[src/rtl/block_dispatch_pkg.sv]
// Shared types and helpers for the kernel block dispatcher.
// Latency: n/a (types and constant functions only).
// Backpressure: n/a.
package block_dispatch_pkg;

  // Top-level kernel FSM states
  typedef enum logic [1:0] {
    ST_IDLE  = 2'd0,
    ST_RUN   = 2'd1,
    ST_DRAIN = 2'd2,
    ST_DONE  = 2'd3
  } top_state_e;

  // Per-core dispatch states
  typedef enum logic [1:0] {
    CORE_FREE = 2'd0,
    CORE_RST  = 2'd1,
    CORE_RUN  = 2'd2
  } core_state_e;

  // Width of a per-core thread count: must hold THREADS_PER_BLOCK itself
  function automatic int tc_w(input int tpb);
    return $clog2(tpb) + 1;
  endfunction

  // ceil(n / 2^sh): shift, then round up when any discarded low bit is set
  function automatic logic [31:0] ceil_div_pow2(input logic [31:0] n,
                                               input int unsigned sh);
    logic [31:0] mask;
    mask = (32'd1 << sh) - 32'd1;
    return (n >> sh) + {31'd0, |(n & mask)};
  endfunction

endpackage

[src/rtl/rr_arbiter.sv]
// Round-robin picker: first set request at or after ptr_i, wrapping.
// Latency: combinational.
// Backpressure: none; vld_o low when no request is set.
module rr_arbiter #(
  parameter int N = 2,
  localparam int IDX_W = (N > 1) ? $clog2(N) : 1
) (
  input  logic [N-1:0]     req_i,
  input  logic [IDX_W-1:0] ptr_i,
  output logic [N-1:0]     gnt_o,
  output logic [IDX_W-1:0] idx_o,
  output logic             vld_o
);

  // Scan N positions starting at the pointer; the first hit wins
  always_comb begin
    int unsigned c;
    c     = 0;
    gnt_o = '0;
    idx_o = '0;
    vld_o = 1'b0;
    for (int i = 0; i < N; i++) begin
      c = (32'(ptr_i) + 32'(i)) % N;
      if (!vld_o && req_i[c[IDX_W-1:0]]) begin
        vld_o                 = 1'b1;
        gnt_o[c[IDX_W-1:0]]   = 1'b1;
        idx_o                 = c[IDX_W-1:0];
      end
    end
  end

endmodule

[src/rtl/block_dispatcher.sv]
// Splits a kernel into blocks and issues them one per cycle to free enabled cores.
// Latency: start -> first core_reset 1 cycle; last core_done -> done 1 cycle.
// Backpressure: blocks wait for a free enabled core; start ignored unless IDLE/DONE.
module block_dispatcher
  import block_dispatch_pkg::*;
#(
  parameter int NUM_CORES         = 2,
  parameter int THREADS_PER_BLOCK = 4,
  parameter int THREAD_COUNT_BITS = 16,
  parameter int BLOCK_ID_BITS     = 8,
  localparam int TC_W             = tc_w(THREADS_PER_BLOCK)
) (
  input  logic                               clk_i,
  input  logic                               reset_i,   // synchronous, active-low
  input  logic                               start_i,
  input  logic                               abort_i,
  input  logic [THREAD_COUNT_BITS-1:0]       thread_count_i,
  input  logic [NUM_CORES-1:0]               core_enable_i,
  input  logic [NUM_CORES-1:0]               core_done_i,
  output logic [NUM_CORES-1:0]               core_reset_o,
  output logic [NUM_CORES-1:0]               core_start_o,
  output logic [NUM_CORES*BLOCK_ID_BITS-1:0] core_block_id_o,
  output logic [NUM_CORES*TC_W-1:0]          core_thread_count_o,
  output logic                               busy_o,
  output logic                               done_o,
  output logic                               error_o,
  output logic                               aborted_o
);

  localparam int          IDX_W      = (NUM_CORES > 1) ? $clog2(NUM_CORES) : 1;
  localparam int unsigned LOG2_TPB   = $clog2(THREADS_PER_BLOCK);
  localparam logic [32:0] MAX_BLOCKS = 33'd1 << BLOCK_ID_BITS;

  top_state_e                   state_q, state_d;
  core_state_e                  core_st_q [NUM_CORES];
  core_state_e                  core_st_d [NUM_CORES];
  logic [THREAD_COUNT_BITS-1:0] tc_q, tc_d;
  logic [NUM_CORES-1:0]         en_q, en_d;
  logic [31:0]                  total_q, total_d;
  logic [31:0]                  next_q, next_d;
  logic [31:0]                  completed_q, completed_d;
  logic [IDX_W-1:0]             rr_q, rr_d;
  logic [BLOCK_ID_BITS-1:0]     bid_q [NUM_CORES];
  logic [BLOCK_ID_BITS-1:0]     bid_d [NUM_CORES];
  logic [TC_W-1:0]              tcnt_q [NUM_CORES];
  logic [TC_W-1:0]              tcnt_d [NUM_CORES];
  logic                         error_q, error_d;
  logic                         aborted_q, aborted_d;

  // Launch decode works on the live inputs so block 0 goes out on the start edge
  logic                         launch, launch_zero, launch_err, launch_go;
  logic [31:0]                  launch_total;
  logic                         running, can_dispatch, dispatch;
  logic [THREAD_COUNT_BITS-1:0] eff_tc;
  logic [NUM_CORES-1:0]         eff_en;
  logic [31:0]                  eff_total, eff_next;
  logic [31:0]                  rem;
  logic [NUM_CORES-1:0]         core_fin, req, gnt;
  logic [IDX_W-1:0]             gnt_idx;
  logic                         gnt_vld;

  // Launch qualification and the parameters the dispatcher acts on this cycle
  always_comb begin
    launch       = start_i && (state_q == ST_IDLE || state_q == ST_DONE);
    launch_total = ceil_div_pow2(32'(thread_count_i), LOG2_TPB);
    launch_zero  = (thread_count_i == '0);
    launch_err   = (core_enable_i == '0) || ({1'b0, launch_total} > MAX_BLOCKS);
    launch_go    = launch && !launch_zero && !launch_err;
    running      = (state_q == ST_RUN) && !abort_i;
    can_dispatch = launch_go || running;
    eff_tc       = launch_go ? thread_count_i : tc_q;
    eff_en       = launch_go ? core_enable_i  : en_q;
    eff_total    = launch_go ? launch_total   : total_q;
    eff_next     = launch_go ? 32'd0          : next_q;
    rem          = 32'(eff_tc) - (eff_next << LOG2_TPB);
    for (int c = 0; c < NUM_CORES; c++) begin
      core_fin[c] = running && (core_st_q[c] == CORE_RUN) && core_done_i[c];
      req[c]      = can_dispatch && (eff_next < eff_total) && eff_en[c] &&
                    ((core_st_q[c] == CORE_FREE) || core_fin[c]);
    end
  end

  rr_arbiter #(
    .N (NUM_CORES)
  ) u_free_arb (
    .req_i (req),
    .ptr_i (rr_q),
    .gnt_o (gnt),
    .idx_o (gnt_idx),
    .vld_o (gnt_vld)
  );

  assign dispatch = gnt_vld;

  // Next-state: top FSM, per-core FSMs, counters, and the dispatch write
  always_comb begin
    state_d     = state_q;
    tc_d        = tc_q;
    en_d        = en_q;
    total_d     = total_q;
    next_d      = next_q;
    completed_d = completed_q;
    rr_d        = rr_q;
    error_d     = error_q;
    aborted_d   = aborted_q;
    for (int c = 0; c < NUM_CORES; c++) begin
      core_st_d[c] = core_st_q[c];
      bid_d[c]     = bid_q[c];
      tcnt_d[c]    = tcnt_q[c];
    end

    case (state_q)
      ST_IDLE, ST_DONE: begin
        if (launch) begin
          error_d     = 1'b0;
          aborted_d   = 1'b0;
          tc_d        = thread_count_i;
          en_d        = core_enable_i;
          total_d     = launch_total;
          next_d      = 32'd0;
          completed_d = 32'd0;
          if (launch_zero) begin
            state_d = ST_DONE;
          end else if (launch_err) begin
            state_d = ST_DONE;
            error_d = 1'b1;
          end else begin
            state_d = ST_RUN;
          end
        end
      end
      ST_RUN: begin
        // Abort freezes the cores so DRAIN can see who needs a reset pulse
        if (abort_i) begin
          state_d = ST_DRAIN;
        end else begin
          for (int c = 0; c < NUM_CORES; c++) begin
            if (core_st_q[c] == CORE_RST) begin
              core_st_d[c] = CORE_RUN;
            end
            if (core_fin[c]) begin
              core_st_d[c] = CORE_FREE;
              completed_d  = completed_d + 32'd1;
            end
          end
          if (completed_d == total_q) begin
            state_d = ST_DONE;
          end
        end
      end
      ST_DRAIN: begin
        for (int c = 0; c < NUM_CORES; c++) begin
          core_st_d[c] = CORE_FREE;
        end
        state_d   = ST_DONE;
        aborted_d = 1'b1;
      end
      default: state_d = ST_IDLE;
    endcase

    // A freed core may be reselected on the same edge, so this overrides FREE
    if (dispatch) begin
      core_st_d[gnt_idx] = CORE_RST;
      bid_d[gnt_idx]     = eff_next[BLOCK_ID_BITS-1:0];
      tcnt_d[gnt_idx]    = (rem >= 32'(THREADS_PER_BLOCK)) ?
                           TC_W'(THREADS_PER_BLOCK) : rem[TC_W-1:0];
      next_d             = eff_next + 32'd1;
      rr_d               = (gnt_idx == IDX_W'(NUM_CORES - 1)) ? '0 : gnt_idx + IDX_W'(1);
    end
  end

  // State registers with synchronous active-low reset
  always_ff @(posedge clk_i) begin
    if (!reset_i) begin
      state_q     <= ST_IDLE;
      tc_q        <= '0;
      en_q        <= '0;
      total_q     <= '0;
      next_q      <= '0;
      completed_q <= '0;
      rr_q        <= '0;
      error_q     <= 1'b0;
      aborted_q   <= 1'b0;
      for (int c = 0; c < NUM_CORES; c++) begin
        core_st_q[c] <= CORE_FREE;
        bid_q[c]     <= '0;
        tcnt_q[c]    <= '0;
      end
    end else begin
      state_q     <= state_d;
      tc_q        <= tc_d;
      en_q        <= en_d;
      total_q     <= total_d;
      next_q      <= next_d;
      completed_q <= completed_d;
      rr_q        <= rr_d;
      error_q     <= error_d;
      aborted_q   <= aborted_d;
      for (int c = 0; c < NUM_CORES; c++) begin
        core_st_q[c] <= core_st_d[c];
        bid_q[c]     <= bid_d[c];
        tcnt_q[c]    <= tcnt_d[c];
      end
    end
  end

  // Output decode from registered state; DRAIN pulses reset on every busy core
  always_comb begin
    core_reset_o        = '0;
    core_start_o        = '0;
    core_block_id_o     = '0;
    core_thread_count_o = '0;
    for (int c = 0; c < NUM_CORES; c++) begin
      core_reset_o[c] = (core_st_q[c] == CORE_RST) ||
                        ((state_q == ST_DRAIN) && (core_st_q[c] == CORE_RUN));
      core_start_o[c] = (core_st_q[c] == CORE_RUN) && (state_q != ST_DRAIN);
      core_block_id_o[c*BLOCK_ID_BITS +: BLOCK_ID_BITS] = bid_q[c];
      core_thread_count_o[c*TC_W +: TC_W]               = tcnt_q[c];
    end
    busy_o    = (state_q == ST_RUN) || (state_q == ST_DRAIN);
    done_o    = (state_q == ST_DONE);
    error_o   = error_q;
    aborted_o = aborted_q;
  end

endmodule
[config.mk]
export PLATFORM = sky130hd
export DESIGN_NAME = block_dispatcher
export DESIGN_NICKNAME = d
export VERILOG_FILES = /design/src/rtl/block_dispatch_pkg.sv /design/src/rtl/rr_arbiter.sv /design/src/rtl/block_dispatcher.sv
export SDC_FILE = /design/constraint.sdc
export NUM_CORES = 1
export LEC_CHECK = 0
export ABC_CLOCK_PERIOD_IN_PS = 20200
export BUFFER_PORTS_ARGS = -buffer_cell sky130_fd_sc_hd__buf_4
export CAP_MARGIN = 20
export CORE_UTILIZATION = 35
export CTS_CLUSTER_DIAMETER = 60
export DETAILED_ROUTE_END_ITERATION = 10
export GPL_ROUTABILITY_DRIVEN = 0
export SLEW_MARGIN = 20
export SYNTH_ARGS = -nofsm -noshare
export SYNTH_HDL_FRONTEND = slang
export SYNTH_SLANG_ARGS = --single-unit
[constraint.sdc]
create_clock -name clk_i -period 20.2 [get_ports clk_i]
set_input_delay 3.03 -clock clk_i [delete_from_list [all_inputs] [get_ports clk_i]]
set_output_delay 3.03 -clock clk_i [all_outputs]
set_load 0.01 [all_outputs]
======== Word level (Yosys, flattened, before mapping) ========
Memories as Yosys holds them, arrays and structs flattened.
Index checks and enable logic that the tools add are counted.
storage, ports and cells
  register bits after elaboration ......... 119
  memories kept ........................... 3
  bits of input ports ..................... 24
  RAM bits ................................ 26
memory list
  memory     depth  bits a word  rd ports  clocked after memory_dff  wr ports  line                    source
  bid_q      2      8            2         0                         2         block_dispatcher.sv:43  logic [BLOCK_ID_BITS-1:0] bid_q [NUM_CORES];
  tcnt_q     2      3            2         0                         2         block_dispatcher.sv:45  logic [TC_W-1:0] tcnt_q [NUM_CORES];
  core_st_q  2      2            2         0                         2         block_dispatcher.sv:35  core_state_e core_st_q [NUM_CORES];
operators by class
  $add $sub $neg .......................... 7
  reduce and logical (&&, ||, !) cells .... 47
  magnitude comparators ................... 7
  bitwise operators ....................... 10
  equal/unequal tests ..................... 12
  multiplexer cells ....................... 60
operator list
  cell                                                                               number
  32-bit two-way mux                                                                 12
  32-bit by 1-bit adder with 32-bit output (second input constant)                   3
  32-bit case mux with 2 select lines                                                1
  32-bit == test                                                                     1
  32-bit by 3-bit >= comparator with 1-bit output (second input constant)            1
  32-bit < comparator                                                                1
  16-bit two-way mux                                                                 2
  16-bit by 32-bit subtractor with 32-bit output                                     1
  2-bit two-way mux                                                                  13
  8-bit two-way mux                                                                  3
  1-bit logical AND                                                                  19
  16-bit bitwise mux                                                                 1
  16-bit logical NOT                                                                 1
  14-bit by 1-bit adder with 15-bit output                                           1
  15-bit by 9-bit greater-than comparator with 1-bit output (second input constant)  1
  1-bit two-way mux                                                                  14
  3-bit two-way mux                                                                  4
  8-bit demux with 1-bit select                                                      1
  2-bit == test (second input constant)                                              4
  2-bit logical NOT                                                                  4
  1-bit logical OR                                                                   8
  4-bit two-way mux                                                                  2
  4-bit case mux with 2 select lines                                                 1
  2-bit AND reduction                                                                4
  22 further kinds                                                                   40

======== Logic depth before layout (Yosys ltp) ========
  depth after elaboration ................. 26
  depth in mapped cells ................... 27
  mapped depth without buffers ............ 22

======== Hierarchy ========
From an unflattened synthesis, not the netlist that was laid out.
unflattened totals
  cells, all modules ...................... 1479
  area total of the unflattened synthesis .. 10279.9 um^2
by module, submodules not included
  module            seq. area each (um^2)  times used  cells each  area each (um^2)
  block_dispatcher  2562.5                 1           1474        10247.3
  rr_arbiter        0.0                    1           5           32.5

======== Least setup slack after synthesis ========
OpenSTA, ideal clock, no wires.
  path kind ............................... input to register
  from .................................... input thread_count_i[0]
  to ...................................... memory tcnt_q[0][5] (netlist bit)
  buffers on the path ..................... 5
  path slack .............................. 11.390 ns
  stages .................................. 26
  data arrival time ....................... 8.693 ns
  library setup time ...................... 0.116 ns
  path through ............................ or2_2 ha_1 or3_1 a21oi_1 o2111a_1 a41oi_1 or3_1 clkbuf_1 clkbuf_1 clkbuf_1 clkbuf_1 clkbuf_1 nand2_1 nand2_1 fa_1 a21oi_1 o21ai_0 a21oi_1 o21bai_1 a2111oi_0 nor4_1 a221o_1 or4_1 nor4_1 nand2_1 o211a_1
RTL lines
  element             line                    source
  start: declaration  block_dispatcher.sv:17  input logic [THREAD_COUNT_BITS-1:0] thread_count_i,
  end: declaration    block_dispatcher.sv:45

==> flow_summary.ini <==
[status]
status = finished, final reports clean

[global_routing]
grt_first_pass_wirelength_mm = 49.9
grt_overflow = 0
track_usage_pct = 21.9
grt_max_degree = 82
antenna_found_initial = 0
grt_pass1_vias = 9010

[clock_network]
htreeDepth = 4
cts.sinks = 128
holdBufCountCts = 0
insertion_delay_ps = 440
clock-root-buffer = clkbuf_16
clk_pin_slew_worst_paths_ps = 70
cts_made_buffers = 17
cts_tree = yes
ctsResizeCount = 0
cts_max_path_buffers = 2
cts_setup_buffers = 0

[setup_path]
r2r_start = state_q[0]
required_ps = 20530
cp-end-kind = flip-flop
r2r.worst_path.cells = 21
critPathArrivalTime_ps = 9500
worstPathMaxFanout = 62
r2r_slack_ps = 14080
r2r-end = tcnt_q[0][5]
critPathKind = in2reg
start_kind = primary input

[timing]
hold_violations = 0
finalSetupViolCount = 0
finalSetupTns_ps = 0
tightest_slew_ps = 942
fmax_mhz = 109
fin_worst_skew_ps = 14.3
finalCritPeriodShare_pct = 45.4
relSlewSlack_pct = 37.2
rsz0062_at_grt = no
period_needed_ps = 9170
slew_viol_final = 0

[placement]
place_area_um2 = 10400
dpl.cell_count = 1690
dp_hpwl_mm = 22.7
port_buffers = 53

[power_and_ir_drop]
power.leakage_nw = 4.01
power_frac_comb_pct = 36.3
internal_power_mw = 0.565
p_sw_share_pct = 39.7
p_per_area_nw_per_um2 = 85.5
switching_power_mw = 0.372
ir_drop_v = 0.0000644
power_mw = 0.937
power_frac_seq_pct = 31.1
power_frac_clock_pct = 32.7

[logic_synthesis]
synth_fa_ha_area_share_pct = 4.80
ys_top_cells_by_area = dfxtp_1 (26%), nand2_1 (6.6%), xnor2_1 (6.4%)
synth_compound_area_share_pct = 20.1
async_flop_share_pct = 0
yosysTopAreaCell = dfxtp_1
yosysUniqueCellTypes = 84
synth-edff-count = 0
ys_seq_elements = 128
ys_seq_area_share_pct = 26.2
synth_fp_nets = 1402
syn_area_per_cell_um2 = 7.30
yosys.area.top_type_share_pct = 26.2
syn_inst = 1341
synth.mux.area_fraction_pct = 2.29
synth_simple_gate_area_share_pct = 32.3
yosysWarnings = 0
synth_xor_area_share_pct = 9.06
synth_top_family_by_area = simple AND/OR/NAND/NOR gates
synth_ff_type = dfxtp_1
syn_area_um2 = 9790

[finish]
most-common-layout-cells = nand2_1 (173), nor2_1 (140), dfxtp_1 (128), a21oi_1 (94), xnor2_1 (72)
fin_cells = 1722
layout-drive-gt1-share_pct = 8.74
fin_area_um2 = 11000
final_common_cell = nand2_1
n_antenna_cell = 0
areaGrowthSynthToFinish_pct = 11.9
final_nets = 1398

[min_path]
worstHoldEndpoint = bid_q[0][13]
hold_class = reg2reg
holdCritStartpoint = bid_q[0][13]
min_path_cells = 2

[route]
first_iter_violations = 1243
route.detailed.drc = 0
first_pass_iters = 5
wl_per_cell_um = 18.0
vias = 9871
wl_mm = 30.9
drtAntennaViolNets = 0
vias_per_cell = 5.73

[die]
initial_utilization_pct = 36.0
ios = 54
coreArea_um2 = 27200
die_width_um = 169
die_area_um2 = 28700
fp-row-count = 60
die_y_um = 169

[run]
maxCapViolCount = 0
[synthesized netlist by cell type, types with 18 or more instances]
master    instances
xnor2_1          72
o21ai_0          45
or3_1            19
and3_1           21
nand4_1          34
clkbuf_1         63
nor4_1           22
xor2_1           24
dfxtp_1         128
and2_1           34
ha_1             36
nand3_1          60
nor3_1           44
inv_1            44
buf_2            18
a211oi_1         20
mux2i_1          19
nand2_1         173
nor2_1          141
a21oi_1          94
[power by group through the flow]
stage               combinational (mW)  sequential [mW]  clock [mW]
floorplan                        0.246            0.291           0
global placement                 0.332            0.297           0
detailed placement               0.334            0.297           0
CTS                              0.336            0.291       0.309
global route                     0.378            0.294       0.321
finish                           0.340            0.291       0.306
[worst max path at each step]
stage / startpoint / endpoint / slack (ps)
CTS: thread_count_i[0] / tcnt_q[0][5] / 11150
detailed placement: thread_count_i[0] / tcnt_q[0][5] / 10710
finish: thread_count_i[1] / tcnt_q[0][5] / 11030
floorplan: thread_count_i[0] / tcnt_q[0][5] / 11390
global placement: thread_count_i[0] / tcnt_q[0][5] / 10860
global route: thread_count_i[0] / tcnt_q[0][5] / 10420
[layout make-up]
class	count	area, µm²
clock inverters	15	140
well taps	372	465
flip-flops and latches	128	2560
fillers	2840	16200
multi-input cells	1082	6720
inverters	46	173
clock buffers	17	425
repair buffers	62	465
[worst max-delay path, stage by stage]
cell and delay, ps:
buf_4 90, or2_2 200, ha_1 290, nand3_1 180, or3_1 460, o31ai_1 350, nand3_1 190, or3_2 470
buf_4 330, and2_1 310, ha_1 230, inv_1 70, fa_1 190, a21oi_1 70, o21ai_0 360, a21oi_1 150
o21bai_1 290, a2111oi_0 180, or2_2 300, a221o_1 280, or4_1 410, nor4_1 690, nand2_1 190, o211a_1 170
[registers in the layout, indices dropped and copies added, names as in the netlist]
name,flops
completed_q,32
next_q,32
bid_q,16
tc_q,16
total_q,15
tcnt_q,6
core_st_q,4
en_q,2
state_q,2
aborted_o,1
error_o,1
rr_q,1
[through the flow]
stage / hold WS, ps / util, % / setup WS (ps)
floorplan: 432 / - / 11390
global placement: 439 / 38.2 / 10860
detailed placement: 446 / 38.2 / 10710
CTS: 455 / 40.3 / 11150
global route: 479 / 40.3 / 10420
finish: 451 / 40.3 / 11030
[cells by family (layout without fill, tap and decap cells)]
group	count (synthesis)	count (layout)
AND/OR/NAND/NOR	627	627
AO/OA/AOI/OAI	298	298
buffers and inverters	131	140
flip-flops	128	128
XOR/XNOR	98	98
adder cells (fa/ha/maj)	37	37
multiplexers	22	22
[layer usage]
layer / vias to the layer above / share of wire, % / global-route usage, %
met5: - / 0 / 0
met4: 0 / 1.6 / 5.99
met3: 33 / 8.8 / 4.50
met2: 400 / 41 / 31.3
met1: 4616 / 48 / 32.8
li1: 4822 / - / -
Power figures use the tool's default switching activity.
